<file path="config.mk">
export PLATFORM = sky130hd
export DESIGN_NAME = regfile_mp
export DESIGN_NICKNAME = d
export VERILOG_FILES = /design/src/rtl/regfile_mp.sv
export SDC_FILE = /design/constraint.sdc
export NUM_CORES = 2
export LEC_CHECK = 0
export CAP_MARGIN = 20
export CORE_ASPECT_RATIO = 1.1
export CORE_UTILIZATION = 30
export DETAILED_ROUTE_END_ITERATION = 8
export GPL_TIMING_DRIVEN = 1
export PLACE_DENSITY_LB_ADDON = 0.25
export SYNTH_ARGS = -nofsm -noshare
export SYNTH_HDL_FRONTEND = slang
export SYNTH_SLANG_ARGS = --single-unit
export TNS_END_PERCENT = 5
</file>
<file path="constraint.sdc">
create_clock -name clk -period 12.4 [get_ports clk]
set_clock_uncertainty 0.1 [all_clocks]
set_input_delay 2.48 -clock clk [delete_from_list [all_inputs] [get_ports clk]]
set_output_delay 2.48 -clock clk [all_outputs]
set_load 0.02 [all_outputs]
</file>
<file path="src/rtl/regfile_mp.sv">
// regfile_mp: 2-write/NREAD-read register file with bypass, busy scoreboard and post-reset clear sweep (clk, rst, init_done, we0/1, waddr0/1, wdata0/1, re, raddr, rdata, busy_set, busy_addr, rbusy)
module regfile_mp #(
  parameter int DATA_W = 32,
  parameter int ADDR_W = 5,
  parameter int NREAD  = 2
) (
  input  logic                      clk,
  input  logic                      rst,
  output logic                      init_done,
  input  logic                      we0,
  input  logic [ADDR_W-1:0]         waddr0,
  input  logic [DATA_W-1:0]         wdata0,
  input  logic                      we1,
  input  logic [ADDR_W-1:0]         waddr1,
  input  logic [DATA_W-1:0]         wdata1,
  input  logic [NREAD-1:0]          re,
  input  logic [NREAD*ADDR_W-1:0]   raddr,
  output logic [NREAD*DATA_W-1:0]   rdata,
  input  logic                      busy_set,
  input  logic [ADDR_W-1:0]         busy_addr,
  output logic [NREAD-1:0]          rbusy
);
  localparam int DEPTH = 1 << ADDR_W;
  typedef enum logic {INIT, RUN} state_t;
  state_t state, state_n;
  logic [ADDR_W-1:0] ptr, ra;
  logic [DATA_W-1:0] regs [DEPTH];
  logic [DEPTH-1:0] busy, busy_n;
  logic run, wr0, wr1, hit0, hit1, en;
  always_ff @(posedge clk)
    state <= rst ? INIT : state_n;
  always_comb
    state_n = (state == INIT && ptr == '1) ? RUN : state;
  always_comb begin
    run = state == RUN && !rst;
    wr0 = run && we0 && waddr0 != '0;
    wr1 = run && we1 && waddr1 != '0;
  end
  always_ff @(posedge clk) begin
    ptr       <= rst ? '0 : state == INIT ? ptr + 1'b1 : ptr;
    init_done <= !rst && state_n == RUN;
    busy      <= rst ? '0 : run ? busy_n : busy;
  end
  always_ff @(posedge clk) begin
    if (!rst && state == INIT) regs[ptr] <= '0;
    if (wr0) regs[waddr0] <= wdata0;
    if (wr1) regs[waddr1] <= wdata1;
  end
  always_comb begin
    busy_n = busy;
    if (wr0) busy_n[waddr0] = 1'b0;
    if (wr1) busy_n[waddr1] = 1'b0;
    if (busy_set && busy_addr != '0) busy_n[busy_addr] = 1'b1;
  end
  always_comb begin
    rdata = '0;
    rbusy = '0;
    ra    = '0;
    hit0  = 1'b0;
    hit1  = 1'b0;
    en    = 1'b0;
    for (int i = 0; i < NREAD; i++) begin
      ra   = raddr[i*ADDR_W +: ADDR_W];
      hit1 = we1 && waddr1 == ra;
      hit0 = we0 && waddr0 == ra;
      en   = init_done && !rst && re[i] && ra != '0;
      rdata[i*DATA_W +: DATA_W] = !en ? '0 : hit1 ? wdata1 : hit0 ? wdata0 : regs[ra];
      rbusy[i] = en && busy[ra] && !hit1 && !hit0;
    end
  end
endmodule

</file>
==> summary.md <==
| Metric | Value |
|---|---|
| Status | completed |
| Final setup vio count | 0 |
| Setup slack at placement | 2.77 ns |
| CTS Hold Bufs | 0 |
| Cell Pwr Density | 115 nW/um^2 |
| Die area | 211,000 sq um |
| Netlist Area Pre-Place | 62,700 sq um |
| Top FF cell, synth | edfxtp_1 |
| DRT iter0 DRCs | 6,474 |
| Distinct cells, synth | 69 |
| Num CTS Buffers | 113 |
| CTS Sinks | 1,063 |
| Startpoint Class | input port |
| Final Hold Fails | 0 |
| Share of cells above drive strength 1 | 16.2% |
| Post-route setup TNS | 0 ns |
| NumNets Final | 5,726 |
| Post-synth EDFFs | 1,024 |
| Register area share after synthesis | 50.3% |
| CORE AREA | 207,000 sq um |
| Buffers added on ports | 162 |
| Leak Pwr | 21.0 nW |
| Post-CTS sizing | 0 |
| Via/cell ratio | 5.97 |
| Arr. time, crit path | 7.07 ns |
| Type of the worst setup path | in2out |
| Root Buffer Master | clkbuf_16 |
| Min Tclk post-route | 9.65 ns |
| CP max FO | 46 |
| Max-cap viol count | 0 |
| Total chip power | 8.14 mW |
| Largest net degree at the start of global routing | 142 |
| Avg Cell Area, Syn | 10.6 sq um |
| Least-Margin Pin Slew | 1.23 ns |
| Ratio of final minimum period to clock period | 77.8% |
| Vias | 50.5k |
| Dominant cell type by area after synthesis | edfxtp_1 |
| Die width | 438 microns |
| Total GRT Usage | 25.5% |
| Syn Nets | 6,003 |
| Area grow syn2layout | 12.5% |
| Area fraction of the dominant cell type after synthesis | 49.0% |
| Worst-skew pair later-pin latency | 0.73 ns |
| Routed wire length | 277,000 microns |
| Max-slew violations | 0 |
| Routed WL per cell | 32.7 microns |
| First-pass GRT wire length | 382,000 microns |
| #FFs+latches synth | 1,063 |
| Headroom to the max-slew limit | 18.2% |
| H-tree depth | 3 |
| Post-route setup slack | 2.75 ns |
| Final hold slack | 0.397 ns |
| IO Pins | 163 |
| HPWL after DPL | 161,000 microns |
| DRT Pass-1 Iters | 6 |
| Max Fclk | 0.104 GHz |
| Clock Path Buffers | 3 |
| CTS tree | yes |
| Rows | 175 |
| Min-Delay Path Class | reg2reg |
| GPL Wtd Cong | 0.879 |
| Grt ovf | 0 |
| Yosys warning count | 0 |
| ANT nets after route | 0 |
| Top post-synthesis cells by area | edfxtp_1 49%, o21ai_0 8.2%, mux4_2 7.9%, nand2_1 6.8%, mux2i_1 6.1% |
| Max VDD drop | 0.115 mV |
| Die height | 482 microns |
| Cells after Synth | 5,905 |
| Required time worst endpoint | 9.82 ns |
| Crit. End Element | output port |
| Post-synth ARST share | 0% |
| Reg clk slew, reported paths | 0.06 ns |
| Post-CTS setup buffers | 0 |
| Unrepaired setup endpoints after global routing | false |
| DRC | 0 |
| Initial antenna violation count | 4 |
| Starting density of the core | 30.3% |
| Vias in the first global route | 47.9k |
## Yosys cell counts (all sizes together), types with 3 or more instances
cell type     n
and3          3
nand2      1161
nor4         13
o22ai       230
clkbuf      426
mux2i       381
nand2b        8
xnor2        10
nand4        36
buf         301
o31ai        25
nand4b        3
or2           6
nand3        71
or3           3
a41oi         4
a211oi       64
or3b          4
nor2         91
nor2b        46
o221ai       33
a22oi        88
xor2         12
a31oi         4
dfxtp        39
a32o         31
and2         35
nand3b       11
inv          68
mux2        242
mux4        221
a21boi        4
o21ai      1030
edfxtp     1024
o22a          6
a21oi        95
nor3         18
a22o         38
## worst max-delay path, cell delays in order
cell and delay, ns:
buf_6 0.55, buf_4 0.61, xor2_1 0.19, nor4_4 0.34, buf_4 0.66, and2_2 0.97
nand2_1 0.11, a32o_1 0.46, clkdlybuf4s50_1 0.61
## logic make-up after synthesis
| group | synth area share [%] |
|---|---|
| muxes | 18.4 |
| xor gates and xnor gates | 0.307 |
| adders and majority gates | 0.0399 |
| AOI/OAI and AO/OA | 15.3 |
| DFF | 50.3 |
| and+or+nand+nor | 10.2 |
| buffers and inverters | 5.53 |
## stage by stage
step	cell area (sq um)	util, %	instances
2_1_floorplan	62700	-	5905
3_3_place_gp	66600	32.1	8241
3_5_place_dp	66700	32.2	8249
4_1_cts	70400	34.0	8459
5_1_grt	70500	34.1	8467
6_report	70500	34.1	8469
## state kept, by name, indices dropped and copies added (netlist names)
register and flops:
ptr 5, regs 1024, init_done 1, state 1
busy 32
## power by group
part / internal [mW] / total, mW / leakage (nW) / switching (mW)
clock: 1.95 / 3.49 / 1.79 / 1.54
sequential: 3.90 / 3.91 / 8.26 / 0.0111
combinational: 0.229 / 0.737 / 11.0 / 0.508
## layout make-up
cell class | instances | area (sq um)
flip-flops and latches | 1063 | 31500
repair buffers | 335 | 3130
clock inverters | 75 | 718
clock buffers | 135 | 2930
well taps | 2743 | 3430
multi-input cells | 4047 | 28500
diodes | 3 | 7.51
inverters | 68 | 255
fillers | 20500 | 137000
## placed cells by master (no fill, tap or decap), drive strengths merged, types with 18 or more instances in the layout
cell type / Yosys / final
nand4: 36 / 36
o21ai: 1030 / 1030
clkbuf: 426 / 135
inv: 68 / 71
clkdlybuf4s50: 0 / 151
a32o: 31 / 31
mux2i: 381 / 381
o22ai: 230 / 230
o221ai: 33 / 33
nor2b: 46 / 46
mux2: 242 / 242
clkinv: 0 / 58
nor2: 91 / 91
nand2: 1161 / 1161
mux4: 221 / 221
o31ai: 25 / 25
a22o: 38 / 38
and2: 35 / 35
nor3: 18 / 18
dfxtp: 39 / 39
a21oi: 95 / 95
nand3: 71 / 71
a211oi: 64 / 64
buf: 301 / 184
a22oi: 88 / 88
edfxtp: 1024 / 1024
## routing by layer
layer	routed length, microns	GRT usage (%)	part of all wire, %	up-vias
met4	18800	16.0	6.8	6
met3	22700	3.84	8.2	759
met2	134000	42.8	48	3036
li1	-	-	-	21400
met5	45	0	0.016	-
met1	102000	30.7	37	25300
## worst paths after layout
check                           cells after the start      from     endpoint  slack, ns
worst max-delay path                                9  raddr[0]    rdata[19]       2.75
worst min-delay path                                1   busy[0]      busy[0]       0.40
worst max register to register                      5     state  regs[8][14]       8.31
worst min register to register                      1   busy[0]      busy[0]       0.40
Power figures use the tool's default switching activity.
